$ cat src/rtl/controller_pkg.sv
// Shared types and constants for the bus pattern detector.
package controller_pkg;

  typedef enum logic [2:0] {
    Idle,
    AwaitScl,
    AwaitSr,
    AwaitP,
    Done
  } bus_pattern_state_e;

  typedef enum logic [1:0] {
    RstActNone,
    RstActPeriph,
    RstActTarget
  } rstact_e;

  localparam logic [7:0] RSTACT_NONE   = 8'h00;
  localparam logic [7:0] RSTACT_PERIPH = 8'h01;
  localparam logic [7:0] RSTACT_TARGET = 8'h02;

endpackage

$ cat src/rtl/bus_pattern_detector_if.sv
// Event-strobe and reset-request bundle between the bus monitor and the pattern detector.
interface bus_pattern_detector_if;

  logic       enable_i;
  logic       scl_low_i;
  logic       scl_high_i;
  logic       scl_posedge_i;
  logic       scl_negedge_i;
  logic       sda_low_i;
  logic       sda_posedge_i;
  logic       sda_negedge_i;
  logic       start_detected_i;
  logic       stop_detected_i;
  logic       hdr_mode_i;
  logic       rstact_valid_i;
  logic [7:0] rstact_i;
  logic       getstatus_i;
  logic       tgt_rst_detect_o;
  logic       periph_rst_o;
  logic       target_rst_o;
  logic       escalate_armed_o;
  logic       hdr_exit_detect_o;

  modport master (
    output enable_i, scl_low_i, scl_high_i, scl_posedge_i, scl_negedge_i,
           sda_low_i, sda_posedge_i, sda_negedge_i, start_detected_i,
           stop_detected_i, hdr_mode_i, rstact_valid_i, rstact_i, getstatus_i,
    input  tgt_rst_detect_o, periph_rst_o, target_rst_o, escalate_armed_o,
           hdr_exit_detect_o
  );

  modport slave (
    input  enable_i, scl_low_i, scl_high_i, scl_posedge_i, scl_negedge_i,
           sda_low_i, sda_posedge_i, sda_negedge_i, start_detected_i,
           stop_detected_i, hdr_mode_i, rstact_valid_i, rstact_i, getstatus_i,
    output tgt_rst_detect_o, periph_rst_o, target_rst_o, escalate_armed_o,
           hdr_exit_detect_o
  );

endinterface

$ cat src/rtl/sda_edge_counter.sv
// Saturating SDA edge counter; clear has priority over increment.
module sda_edge_counter #(
  parameter int unsigned Max          = 14,
  parameter bit          CountPosedge = 1'b1,
  localparam int unsigned CntW        = $clog2(Max + 1)
) (
  input  logic            clk_i,
  input  logic            rst_i,
  input  logic            clr_i,
  input  logic            en_i,
  input  logic            sda_negedge_i,
  input  logic            sda_posedge_i,
  output logic [CntW-1:0] count_o
);

  logic [CntW-1:0] r_count;
  logic            w_inc;

  // A rising edge only counts once a falling edge has opened the sequence
  always_comb begin
    w_inc = en_i && (r_count < CntW'(Max)) &&
            (sda_negedge_i || (CountPosedge && sda_posedge_i && (r_count != '0)));
  end

  always_ff @(posedge clk_i) begin
    if (rst_i) begin
      r_count <= '0;
    end else if (clr_i) begin
      r_count <= '0;
    end else if (w_inc) begin
      r_count <= r_count + CntW'(1);
    end
  end

  assign count_o = r_count;

endmodule

$ cat src/rtl/bus_pattern_detector.sv
// I3C Target Reset Pattern detector with RSTACT action and escalation.
// Define I3C_HDR_EXIT_DETECT_EN to add HDR Exit Pattern detection.
module bus_pattern_detector
  import controller_pkg::*;
#(
  parameter int unsigned TgtRstTransitions = 14,
  parameter int unsigned HdrExitFallEdges  = 4
) (
  input logic             clk_i,
  input logic             rst_i,
  bus_pattern_detector_if.slave bus
);

  localparam int unsigned CntW = $clog2(TgtRstTransitions + 1);

  bus_pattern_state_e r_state, w_state_d;
  rstact_e            r_action, w_action_d;
  logic               r_escalate, w_escalate_d;
  logic [CntW-1:0]    w_pat_cnt;
  logic               w_pat_full;
  logic               w_pulse;
  logic               w_done_d;
  logic               r_tgt_rst_detect, r_periph_rst, r_target_rst;

  sda_edge_counter #(
    .Max          (TgtRstTransitions),
    .CountPosedge (1'b1)
  ) u_pat_cnt (
    .clk_i         (clk_i),
    .rst_i         (rst_i),
    .clr_i         (bus.scl_high_i || !bus.enable_i || bus.hdr_mode_i),
    .en_i          (r_state == Idle),
    .sda_negedge_i (bus.sda_negedge_i),
    .sda_posedge_i (bus.sda_posedge_i),
    .count_o       (w_pat_cnt)
  );

  assign w_pat_full = (w_pat_cnt == CntW'(TgtRstTransitions));

  always_ff @(posedge clk_i) begin
    if (rst_i) r_state <= Idle;
    else       r_state <= w_state_d;
  end

  // Abort conditions are tested before advance in every waiting state
  always_comb begin
    w_state_d = r_state;
    case (r_state)
      Idle:     if (w_pat_full) w_state_d = AwaitScl;
      AwaitScl: if (bus.scl_high_i || bus.sda_low_i)         w_state_d = Idle;
                else if (bus.scl_posedge_i)                  w_state_d = AwaitSr;
      AwaitSr:  if (bus.scl_low_i || bus.sda_posedge_i)      w_state_d = Idle;
                else if (bus.start_detected_i)               w_state_d = AwaitP;
      AwaitP:   if (bus.scl_low_i || bus.sda_negedge_i)      w_state_d = Idle;
                else if (bus.stop_detected_i)                w_state_d = Done;
      Done:     w_state_d = Idle;
      default:  w_state_d = Idle;
    endcase
    if (!bus.enable_i) w_state_d = Idle;
  end

  // Done consumes the current action/flag; RSTACT or GETSTATUS take effect next cycle
  always_comb begin
    w_pulse      = (r_state == Done) && (r_escalate || (r_action != RstActNone));
    w_action_d   = r_action;
    w_escalate_d = r_escalate;
    if (r_state == Done) w_action_d = RstActPeriph;
    if (bus.rstact_valid_i) begin
      case (bus.rstact_i)
        RSTACT_NONE:   w_action_d = RstActNone;
        RSTACT_PERIPH: w_action_d = RstActPeriph;
        RSTACT_TARGET: w_action_d = RstActTarget;
        default:       w_action_d = r_action;
      endcase
    end
    if (bus.getstatus_i || bus.rstact_valid_i) w_escalate_d = 1'b0;
    else if (w_pulse)                          w_escalate_d = 1'b1;
    w_done_d = (w_state_d == Done);
  end

  // Pulses are registered from the next state so they coincide with Done
  always_ff @(posedge clk_i) begin
    if (rst_i) begin
      r_action         <= RstActPeriph;
      r_escalate       <= 1'b0;
      r_tgt_rst_detect <= 1'b0;
      r_periph_rst     <= 1'b0;
      r_target_rst     <= 1'b0;
    end else begin
      r_action         <= w_action_d;
      r_escalate       <= w_escalate_d;
      r_tgt_rst_detect <= w_done_d;
      r_periph_rst     <= w_done_d && !w_escalate_d && (w_action_d == RstActPeriph);
      r_target_rst     <= w_done_d && (w_escalate_d || (w_action_d == RstActTarget));
    end
  end

  assign bus.tgt_rst_detect_o = r_tgt_rst_detect;
  assign bus.periph_rst_o     = r_periph_rst;
  assign bus.target_rst_o     = r_target_rst;
  assign bus.escalate_armed_o = r_escalate;

`ifdef I3C_HDR_EXIT_DETECT_EN
  localparam int unsigned HdrW = $clog2(HdrExitFallEdges + 1);

  logic [HdrW-1:0] w_hdr_cnt;
  logic            w_hdr_full;
  logic            r_hdr_full_q;
  logic            r_hdr_exit;

  sda_edge_counter #(
    .Max          (HdrExitFallEdges),
    .CountPosedge (1'b0)
  ) u_hdr_cnt (
    .clk_i         (clk_i),
    .rst_i         (rst_i),
    .clr_i         (bus.scl_high_i || !bus.enable_i),
    .en_i          (bus.scl_low_i && bus.hdr_mode_i),
    .sda_negedge_i (bus.sda_negedge_i),
    .sda_posedge_i (1'b0),
    .count_o       (w_hdr_cnt)
  );

  assign w_hdr_full = (w_hdr_cnt == HdrW'(HdrExitFallEdges));

  // Single pulse on the first cycle the counter sits at its limit
  always_ff @(posedge clk_i) begin
    if (rst_i) begin
      r_hdr_full_q <= 1'b0;
      r_hdr_exit   <= 1'b0;
    end else begin
      r_hdr_full_q <= w_hdr_full;
      r_hdr_exit   <= w_hdr_full && !r_hdr_full_q && bus.enable_i;
    end
  end

  assign bus.hdr_exit_detect_o = r_hdr_exit;
`else
  assign bus.hdr_exit_detect_o = 1'b0;
`endif

endmodule

$ cat src/flat_wrapper.sv
// flat-port wrapper written by rule: the top's interface ports become plain ports
module bus_pattern_detector_flat import controller_pkg::*;
#(
  parameter int unsigned TgtRstTransitions = 14,
  parameter int unsigned HdrExitFallEdges  = 4
)
  (clk_i, rst_i, bus_enable_i, bus_scl_low_i, bus_scl_high_i, bus_scl_posedge_i, bus_scl_negedge_i, bus_sda_low_i, bus_sda_posedge_i, bus_sda_negedge_i, bus_start_detected_i, bus_stop_detected_i, bus_hdr_mode_i, bus_rstact_valid_i, bus_rstact_i, bus_getstatus_i, bus_tgt_rst_detect_o, bus_periph_rst_o, bus_target_rst_o, bus_escalate_armed_o, bus_hdr_exit_detect_o);
  bus_pattern_detector_if bus_i ();
  input logic clk_i;
  input logic rst_i;
  input wire logic [$bits(bus_i.enable_i)-1:0] bus_enable_i;
  input wire logic [$bits(bus_i.scl_low_i)-1:0] bus_scl_low_i;
  input wire logic [$bits(bus_i.scl_high_i)-1:0] bus_scl_high_i;
  input wire logic [$bits(bus_i.scl_posedge_i)-1:0] bus_scl_posedge_i;
  input wire logic [$bits(bus_i.scl_negedge_i)-1:0] bus_scl_negedge_i;
  input wire logic [$bits(bus_i.sda_low_i)-1:0] bus_sda_low_i;
  input wire logic [$bits(bus_i.sda_posedge_i)-1:0] bus_sda_posedge_i;
  input wire logic [$bits(bus_i.sda_negedge_i)-1:0] bus_sda_negedge_i;
  input wire logic [$bits(bus_i.start_detected_i)-1:0] bus_start_detected_i;
  input wire logic [$bits(bus_i.stop_detected_i)-1:0] bus_stop_detected_i;
  input wire logic [$bits(bus_i.hdr_mode_i)-1:0] bus_hdr_mode_i;
  input wire logic [$bits(bus_i.rstact_valid_i)-1:0] bus_rstact_valid_i;
  input wire logic [$bits(bus_i.rstact_i)-1:0] bus_rstact_i;
  input wire logic [$bits(bus_i.getstatus_i)-1:0] bus_getstatus_i;
  output wire logic [$bits(bus_i.tgt_rst_detect_o)-1:0] bus_tgt_rst_detect_o;
  output wire logic [$bits(bus_i.periph_rst_o)-1:0] bus_periph_rst_o;
  output wire logic [$bits(bus_i.target_rst_o)-1:0] bus_target_rst_o;
  output wire logic [$bits(bus_i.escalate_armed_o)-1:0] bus_escalate_armed_o;
  output wire logic [$bits(bus_i.hdr_exit_detect_o)-1:0] bus_hdr_exit_detect_o;
  assign bus_i.enable_i = bus_enable_i;
  assign bus_i.scl_low_i = bus_scl_low_i;
  assign bus_i.scl_high_i = bus_scl_high_i;
  assign bus_i.scl_posedge_i = bus_scl_posedge_i;
  assign bus_i.scl_negedge_i = bus_scl_negedge_i;
  assign bus_i.sda_low_i = bus_sda_low_i;
  assign bus_i.sda_posedge_i = bus_sda_posedge_i;
  assign bus_i.sda_negedge_i = bus_sda_negedge_i;
  assign bus_i.start_detected_i = bus_start_detected_i;
  assign bus_i.stop_detected_i = bus_stop_detected_i;
  assign bus_i.hdr_mode_i = bus_hdr_mode_i;
  assign bus_i.rstact_valid_i = bus_rstact_valid_i;
  assign bus_i.rstact_i = bus_rstact_i;
  assign bus_i.getstatus_i = bus_getstatus_i;
  assign bus_tgt_rst_detect_o = bus_i.tgt_rst_detect_o;
  assign bus_periph_rst_o = bus_i.periph_rst_o;
  assign bus_target_rst_o = bus_i.target_rst_o;
  assign bus_escalate_armed_o = bus_i.escalate_armed_o;
  assign bus_hdr_exit_detect_o = bus_i.hdr_exit_detect_o;
  bus_pattern_detector #(.TgtRstTransitions(TgtRstTransitions), .HdrExitFallEdges(HdrExitFallEdges)) u_core (.clk_i(clk_i), .rst_i(rst_i), .bus(bus_i));
endmodule
$ cat config.mk
export PLATFORM = sky130hd
export DESIGN_NAME = bus_pattern_detector_flat
export DESIGN_NICKNAME = d
export VERILOG_FILES = /design/src/rtl/controller_pkg.sv /design/src/rtl/bus_pattern_detector_if.sv /design/src/rtl/sda_edge_counter.sv /design/src/rtl/bus_pattern_detector.sv /design/src/flat_wrapper.sv
export SDC_FILE = /design/constraint.sdc
export NUM_CORES = 1
export LEC_CHECK = 0
export CAP_MARGIN = 20
export CORE_MARGIN = 5
export CORE_UTILIZATION = 31
export DETAILED_ROUTE_END_ITERATION = 12
export GPL_TIMING_DRIVEN = 0
export PLACE_DENSITY = 0.68
export RECOVER_POWER = 100
export SETUP_SLACK_MARGIN = 0.5
export SLEW_MARGIN = 20
export SYNTH_ARGS = -nofsm -noshare
export SYNTH_HDL_FRONTEND = slang
export SYNTH_SLANG_ARGS = --single-unit
export TNS_END_PERCENT = 30
$ cat constraint.sdc
create_clock -name clk_i -period 2.25 [get_ports clk_i]
set_clock_uncertainty 0.2 [all_clocks]
set_input_delay 0.3375 -clock clk_i [delete_from_list [all_inputs] [get_ports clk_i]]
set_output_delay 0.3375 -clock clk_i [all_outputs]
set_load 0.02 [all_outputs]
## After elaboration in Yosys (flattened, before gate mapping)

Cells that the tools add are included.

- Flip-flop bits (word level): 13
- Latch bits: 0
- Output and inout bits: 5
- Memory bits (read-only): 0
- Logic and storage cells: 56
- RAM bits: 0
- Input bits: 23
- Memories: 0

- Muxes and demuxes: 14
- Shifts and indexed selects: 0
- Div/mod/pow operators: 0
- Add/sub/neg operators: 1
- $mul: 0
- Reduce and logical (&&, ||, !) cells: 23
- Eq/ne operators: 10
- Bitwise operators: 0
- $lt $le $gt $ge: 1

Operators with widths:

| cell | number |
|---|---|
| $mux 3 | 8 |
| $pmux 3 s4 | 1 |
| $logic_or 1x1->1 | 9 |
| $eq 8x1->1 const B | 1 |
| $eq 8x2->1 const B | 1 |
| $logic_not 8->1 | 1 |
| $logic_and 1x1->1 | 7 |
| $eq 3x2->1 const B | 2 |
| $eq 3x3->1 const B | 2 |
| $pmux 2 s3 | 1 |
| $add 4x1->4 const B | 1 |
| $eq 4x4->1 const B | 1 |
| $lt 4x4->1 const B | 1 |
| $mux 2 | 2 |
| $reduce_bool 4->1 | 1 |
| $eq 3x1->1 const B | 1 |
| $logic_not 3->1 | 1 |
| $eq 2x1->1 const B | 1 |
| $eq 2x2->1 const B | 1 |
| $logic_not 1->1 | 2 |
| $mux 1 | 2 |
| $reduce_bool 2->1 | 1 |
| $reduce_or 2->1 | 1 |

## Longest topological paths before layout

Gate-level depths: netlist (run 1).

- Depth in word-level cells: 8
- Depth in mapped cells: 7
- Gate-level depth less buffers: 7

## Modules after synthesis

A second synthesis (run 1) with hierarchy kept.

- Cell total of the unflattened synthesis: 82
- Area total of the unflattened synthesis: 706.9 sq um

Modules (own cells, without submodules):

| module | area an instance (sq um) | instances | seq. area each (sq um) | cells each |
|---|---|---|---|---|
| bus_pattern_detector | 478.0 | 1 | 180.2 | 57 |
| sda_edge_counter | 229.0 | 1 | 80.1 | 25 |

## Worst setup path after synthesis (run 1)

OpenSTA, ideal clock, no wires.

- Path type: input -> register
- Start point: in bus_rstact_i[3]
- End point: reg u_core.r_action[1]
- Required time: 1,936 ps
- Library setup time: 114 ps
- Path slack: 132 ps
- Arrival time: 1,804 ps
- Cell stages on the path: 4
- Path buffers: 0
- Cell sequence: or4_4 > or4_1 > a311o_1 > nor2b_1

- Word-level cells in the longest chain between the ends: 3
- Elaborated cells between the ends (all ways): 5
- Classes of those cells: eq/ne: 2; mux: 2; reduce/logical: 1

Ends and longest elaborated chain:

| what | RTL line | source |
|---|---|---|
| start, declared | flat_wrapper.sv:23 | `input wire logic [$bits(bus_i.rstact_i)-1:0] bus_rstact_i;` |
| $eq 8x2->1 (tied with other cells) | bus_pattern_detector.sv:69 | `case (bus.rstact_i)` |
| $pmux 2 s3 * | bus_pattern_detector.sv:69 |  |
| $mux 2 * | bus_pattern_detector.sv:68 | `if (bus.rstact_valid_i) begin` |
| end signal, assigned | bus_pattern_detector.sv:84 | `r_action <= RstActPeriph;` |
| end signal, assigned | bus_pattern_detector.sv:90 | `r_action <= w_action_d;` |
| end, declared | bus_pattern_detector.sv:17 | `rstact_e r_action, w_action_d;` |

Every way passes the cells marked *; elsewhere a longest branch is shown, timed or not.
A chain may end at the register's enable or synchronous reset.

## Final worst setup path (run 1)

- Start point: in bus_rstact_i[4]
- End point: reg u_core.r_target_rst (netlist: u_core.bus.target_rst_o)

- Word-level cells in the longest chain between the ends: 6
- Elaborated cells between the ends (all ways): 8
- Classes of those cells: eq/ne: 3; mux: 2; reduce/logical: 3

Ends and longest elaborated chain:

| what | RTL line | source |
|---|---|---|
| $eq 8x2->1 (tied with other cells) | bus_pattern_detector.sv:69 |  |
| $pmux 2 s3 * | bus_pattern_detector.sv:69 |  |
| $mux 2 * | bus_pattern_detector.sv:68 |  |
| $eq 2x2->1 * | bus_pattern_detector.sv:94 | `r_target_rst <= w_done_d && (w_escalate_d \|\| (w_action_d == RstActTarget));` |
| $logic_or 1x1->1 * | bus_pattern_detector.sv:94 |  |
| $logic_and 1x1->1 * | bus_pattern_detector.sv:94 |  |
| end signal, assigned | bus_pattern_detector.sv:94 |  |
| end, declared | bus_pattern_detector.sv:23 | `logic r_tgt_rst_detect, r_periph_rst, r_target_rst;` |

Marks and branches as above.

==> results.sh, run 1 <==
export IMPL_status="finished clean"
export IMPL_cellInternalPower_mw=0.333
export IMPL_arrival_ns=1.96
export IMPL_min_period_ns=2.01
export IMPL_drive_above_1_share_pct=12.6
export IMPL_finalHoldViolations=0
export IMPL_gp_congestion=0.746
export IMPL_r2r_slack_ns=0.39
export IMPL_pwr_density_cell_nw_per_um2=445
export IMPL_seq_area_frac_synth_pct=40.1
export IMPL_die_h_um=55.8
export IMPL_route_vias_total=622
export IMPL_core_area_um2=1980
export IMPL_finalSetupViolations=0
export IMPL_top_level_ports=28
export IMPL_syn_nets=100
export IMPL_hold_class="flop to flop"
export IMPL_clockBufferDepth=2
export IMPL_gr_total_overflow=0
export IMPL_synth_fa_ha_area_share_pct=5.78
export IMPL_via_per_inst=4.78
export IMPL_dp_final_hpwl_mm=1.22
export IMPL_busiest_layer="met2"
export IMPL_max_freq_mhz=497
export IMPL_cts_sinks=13
export IMPL_drt_wl_total_mm=1.54
export IMPL_cts_tree="built"
export IMPL_p_leak_nw=0.346
export IMPL_mostFrequentLayoutCells="clkdlybuf4s50_1, dfxtp_1, nor2_1"
export IMPL_required_ns=2.20
export IMPL_first_global_vias=604
export IMPL_ys_ff_latch=13
export IMPL_postRouteAntennaNets=0
export IMPL_rsz0062_at_grt="true"
export IMPL_wl_per_cell_um=11.9
export IMPL_postCtsSetupBuffers=0
export IMPL_grtUsageTotal_pct=10.5
export IMPL_numCtsBuffers=3
export IMPL_sw_frac_of_total_pct=22.0
export IMPL_syn_inst=74
export IMPL_ctsHoldBuffers=0
export IMPL_cp_start_kind="input pin"
export IMPL_fin_cells=130
export IMPL_die_w_um=55.8
export IMPL_peakVddDrop_mv=0.249
export IMPL_p_clk_share_pct=33.3
export IMPL_setup_tns_ns=0
export IMPL_antenna_found_initial=0
export IMPL_synth_top_family_by_area="simple AND/OR/NAND/NOR gates"
export IMPL_layout_commonest_cell="clkdlybuf4s50_1"
export IMPL_p_seq_share_pct=54.1
export IMPL_drv_cap=0
export IMPL_crit_type="input pin to flop"
export IMPL_start_util_pct=32.8
export IMPL_drc=0
export IMPL_path_clk_slew_ns=0.08
export IMPL_synthMuxAreaShare_pct=1.54
export IMPL_grt_max_degree=9
export IMPL_synth_distinct_cells=29
export IMPL_path_max_fanout=3
export IMPL_cp_end_kind="flop"
export IMPL_dpl_cell_count=126
export IMPL_yosys_area_share_simple_pct=36.4
export IMPL_area_growth_pct=47.6
export IMPL_rows=16
export IMPL_first_pass_iters=4
export IMPL_fillers=184
export IMPL_post_route_period_util_pct=89.5
export IMPL_cts_max_level=1
export IMPL_use_met2_pct=17.6
export IMPL_synth_compound_area_share_pct=10.6
export IMPL_p_sw_mw=0.0938
export IMPL_grt_use_met3_pct=3.02
export IMPL_use_met1_pct=11.7
export IMPL_combPwrFrac_pct=12.5
export IMPL_slew_violations=0
export IMPL_total_power_mw=0.426
export IMPL_nets=130
export IMPL_diodes=0
export IMPL_grt_first_pass_wirelength_mm=2.59
export IMPL_drt_initial_drc_count=8
export IMPL_yosysWarnings=0
export IMPL_syn_avg_cell_area_um2=8.78
export IMPL_fp_dieArea_um2=3110
export IMPL_clk_latency_ns=0.27
export IMPL_synth_xor_area_share_pct=2.70
export IMPL_syn_area_um2=649
export IMPL_root_buffer="clkbuf_4"
export IMPL_numPortBuffers=25
[power groups by stage]
stage	Clock (mW)	Sequential, mW	Combinational (mW)
after floorplan	0	0.236	0.0143
after global placement	0	0.236	0.0560
after detailed placement	0	0.236	0.0567
after CTS	0.145	0.231	0.0549
after global routing	0.156	0.231	0.0573
final	0.142	0.231	0.0535
[final timing paths]
path / start / endpoint / cells past startpoint
setup / recovery: bus_rstact_i[4] / u_core.bus.target_rst_o / 6
hold / removal: u_core.r_state[0] / u_core.bus.tgt_rst_detect_o / 2
setup reg to reg: u_core.u_pat_cnt.count_o[0] / u_core.u_pat_cnt.count_o[1] / 7
hold reg to reg: u_core.r_state[0] / u_core.bus.tgt_rst_detect_o / 2
[cell type report]
type                            instances  area (um^2)  area share (%)
Clock buffer                            3         22.5            2.35
Tap cell                               27         33.8            3.52
Clock inverter                          1         5.00           0.522
Inverter                                2         7.51           0.783
Timing Repair Buffer                   25          241            25.2
Sequential cell                        13          262            27.3
Multi-Input combinational cell         58          379            39.6
Buffer                                  1         7.51           0.783
[Yosys cell counts (all sizes together)]
cell / count / area (um^2)
dfxtp: 13 / 260
nor3b: 3 / 22.5
a211oi: 1 / 7.51
xnor2: 2 / 17.5
nand2: 6 / 22.5
nand2b: 5 / 31.3
a221o: 1 / 10.0
buf: 1 / 7.51
nand3: 1 / 5.00
nor3: 6 / 35.0
nor4: 5 / 31.3
a21boi: 1 / 7.51
or2: 1 / 6.26
or4: 2 / 18.8
mux2i: 1 / 10.0
conb: 1 / 3.75
ha: 3 / 37.5
nor2b: 2 / 12.5
a31oi: 1 / 6.26
or3b: 1 / 8.76
nor2: 8 / 30.0
or3: 2 / 12.5
inv: 2 / 7.51
a41oi: 2 / 17.5
o21ai: 1 / 5.00
a311o: 1 / 10.0
a21oi: 1 / 5.00
[stage by stage]
step,util [%],setup slack [ns],cell area (um^2),hold slack (ns)
6_report,48.4,0.236,958,0.348
5_1_grt,48.4,0.186,958,0.379
4_1_cts,48.2,0.215,956,0.323
3_5_place_dp,47.3,-0.324,937,0.317
3_3_place_gp,47.3,-0.295,937,0.312
2_1_floorplan,-,0.171,653,0.209
[critical path, cell delays in order]
cell and delay (ns):
buf_6 0.09, or4_1 0.56, or4_1 0.47, a221o_1 0.36, nand2_1 0.08, a21boi_0 0.07
[sequential cells by signal (all words and copies together), names as in the netlist]
register                     flops
u_core.r_action                  2
u_core.bus.periph_rst_o          1
u_core.u_pat_cnt.count_o         4
u_core.bus.target_rst_o          1
u_core.bus.escalate_armed_o      1
u_core.bus.tgt_rst_detect_o      1
u_core.r_state                   3
[per-layer routing]
layer  routed length (um)  share of wire (%)  vias to the layer above
met5                    0                  0                        -
met4                   20                1.3                        0
met3                   92                6.0                        2
met2                  746                 48                       20
met1                  683                 44                      276
li1                     -                  -                      324
[timing repair]
item,in CTS,in global routing
setup endpoints to repair,10,13
resized for setup,12,10
pin swaps,6,5
[kinds of logic (layout without fill, tap and decap cells)]
kind of cell	after synthesis	in the layout
muxes	1	1
and+or+nand+nor	42	42
other	1	1
DFF	13	13
xor gates and xnor gates	2	2
adders and majority gates	3	3
AOI/OAI and AO/OA	9	9
buffers and inverters	3	32
No activity file was read; power rests on OpenSTA's default activity.
==> run 2: changes to the inputs <==
--- a/config.mk
+++ b/config.mk
@@ -5,13 +5,12 @@
 export SDC_FILE = /design/constraint.sdc
 export NUM_CORES = 1
 export LEC_CHECK = 0
-export CAP_MARGIN = 20
 export CORE_MARGIN = 5
 export CORE_UTILIZATION = 31
 export DETAILED_ROUTE_END_ITERATION = 12
+export GPL_ROUTABILITY_DRIVEN = 0
 export GPL_TIMING_DRIVEN = 0
 export PLACE_DENSITY = 0.68
-export RECOVER_POWER = 100
 export SETUP_SLACK_MARGIN = 0.5
 export SLEW_MARGIN = 20
 export SYNTH_ARGS = -nofsm -noshare
==> results.sh, run 2 (synthesis gave the netlist of run 1 again) <==
export IMPL_p_sw_mw=0.0957
export IMPL_die_w_um=55.8
export IMPL_max_freq_mhz=514
export IMPL_dp_final_hpwl_mm=1.22
export IMPL_fp_dieArea_um2=3110
export IMPL_path_max_fanout=3
export IMPL_p_clk_share_pct=33.0
export IMPL_path_clk_slew_ns=0.08
export IMPL_peakVddDrop_mv=0.251
export IMPL_max_stage_delay_ns=0.53
export IMPL_drv_cap=0
export IMPL_cts_tree="built"
export IMPL_sw_frac_of_total_pct=22.2
export IMPL_drive_above_1_share_pct=18.4
export IMPL_min_period_ns=1.95
export IMPL_final_seq_area_um2=265
export IMPL_cellInternalPower_mw=0.334
export IMPL_nets=130
export IMPL_slew_violations=0
export IMPL_crit_top_cell="or4_4"
export IMPL_cp_end_kind="flop"
export IMPL_mostFrequentLayoutCells="clkdlybuf4s50_1, dfxtp_1, nor2_1"
export IMPL_cp_num_buf_inv=1
export IMPL_drt_wl_total_mm=1.53
export IMPL_route_vias_total=631
export IMPL_clk_latency_ns=0.27
export IMPL_slowest_stage="or4_4"
export IMPL_status="finished clean"
export IMPL_wl_per_cell_um=11.8
export IMPL_postRouteAntennaNets=0
export IMPL_first_pass_iters=4
export IMPL_grtUsageTotal_pct=10.5
export IMPL_cp_cell_sequence="buf_6, or4_4, or4_4, a221o_1, nand2_1, a21boi_1"
export IMPL_top_level_ports=28
export IMPL_cp_top_family="simple AND/OR/NAND/NOR gates"
export IMPL_numPortBuffers=25
export IMPL_layout_commonest_cell="clkdlybuf4s50_1"
export IMPL_die_h_um=55.8
export IMPL_area_growth_pct=53.4
export IMPL_drc=0
export IMPL_start_util_pct=32.8
export IMPL_place_ws_ns=-0.324
export IMPL_rsz0062_at_grt="true"
export IMPL_root_buffer="clkbuf_4"
export IMPL_ctsHoldBuffers=0
export IMPL_setup_slack_ns=0.304
export IMPL_rows=16
export IMPL_finalHoldViolations=0
export IMPL_cts_sinks=13
export IMPL_grt_first_pass_wirelength_mm=2.59
export IMPL_p_seq_share_pct=53.4
export IMPL_cts_max_level=1
export IMPL_drt_initial_drc_count=7
export IMPL_pwr_density_cell_nw_per_um2=432
export IMPL_p_leak_nw=0.342
export IMPL_cp_start_kind="input pin"
export IMPL_arrival_ns=1.90
export IMPL_multi_input_area_um2=413
export IMPL_crit_type="input pin to flop"
export IMPL_fillers=179
export IMPL_via_per_inst=4.85
export IMPL_diodes=0
export IMPL_grt_max_degree=9
export IMPL_largest_reg_flops=4
export IMPL_hold_class="flop to flop"
export IMPL_core_area_um2=1980
export IMPL_finalSetupViolations=0
export IMPL_combPwrFrac_pct=13.6
export IMPL_numCtsBuffers=3
export IMPL_required_ns=2.21
export IMPL_first_global_vias=604
export IMPL_final_util_pct=50.3
export IMPL_gr_total_overflow=0
export IMPL_post_route_period_util_pct=86.5
export IMPL_clockBufferDepth=2
export IMPL_antenna_found_initial=0
run 2: cell count changes in the layout (fill, tap and decap cells not counted), moves of 2 or more:
cell / previous run / this run
clkdlybuf4s50_1: 15 / 21
dlygate4sd3_1: 6 / 0
or4_1: 2 / 0
or4_4: 0 / 2
run 2: what timing repair did:
| action | in CTS | in global routing |
|---|---|---|
| buffers inserted | 0 | 0 |
| cloned | 0 | 0 |
| resized for setup | 12 | 10 |
| endpoints found under the hold margin | 0 | 0 |
| pin swaps | 6 | 5 |
| setup endpoints to repair | 10 | 13 |
run 2: area by class of cell:
type,instances,area share (%)
Clock inverter,1,0.503
Buffer,1,0.754
Sequential cell,13,26.6
Clock buffer,3,2.26
Timing Repair Buffer,25,24.2
Inverter,2,0.754
Tap cell,27,3.39
Multi-Input combinational cell,58,41.5
run 2: worst paths after layout:
| check | start | endpoint | slack, ns | cells past startpoint |
|---|---|---|---|---|
| max | bus_rstact_i[4] | u_core.bus.target_rst_o | 0.30 | 6 |
| min | u_core.u_pat_cnt.count_o[0] | u_core.u_pat_cnt.count_o[0] | 0.34 | 2 |
| max reg2reg | u_core.u_pat_cnt.count_o[0] | u_core.u_pat_cnt.count_o[2] | 0.51 | 7 |
| min reg2reg | u_core.u_pat_cnt.count_o[0] | u_core.u_pat_cnt.count_o[0] | 0.34 | 2 |
run 2: stage by stage:
step | cell area, um^2 | hold slack (ns) | power, mW | std cells | TNS [ns]
floorplan | 653 | 0.209 | 0.250 | 74 | 0
global placement | 937 | 0.312 | 0.292 | 126 | -1.01
detailed placement | 937 | 0.317 | 0.293 | 126 | -1.10
CTS | 956 | 0.323 | 0.430 | 130 | 0
global route | 996 | 0.378 | 0.448 | 130 | 0
finish | 996 | 0.344 | 0.430 | 130 | 0
run 2: power by group through the flow:
stage	Combinational, mW	Clock (mW)	Sequential [mW]
after floorplan	0.0143	0	0.236
after global placement	0.0560	0	0.236
after detailed placement	0.0567	0	0.236
after CTS	0.0549	0.145	0.231
after global routing	0.0624	0.156	0.230
final	0.0585	0.142	0.230
run 2: layer usage:
layer  up-vias  share of wire [%]  global-route usage, %
li1        324                  -                      -
met1       285                 44                   11.7
met2        20                 49                   17.6
met3         2                6.0                   3.02
met4         0                1.3                   6.25
met5         -                  0                      0
run 2: worst reg2reg max path, delay by kind of cell (launching register included):
family	cells	cell delay (ns)
AOI/OAI and AO/OA	1	0.16
xor gates and xnor gates	1	0.18
adders and majority gates	1	0.14
buffers and inverters	1	0.07
DFF	1	0.36
and+or+nand+nor	3	0.52
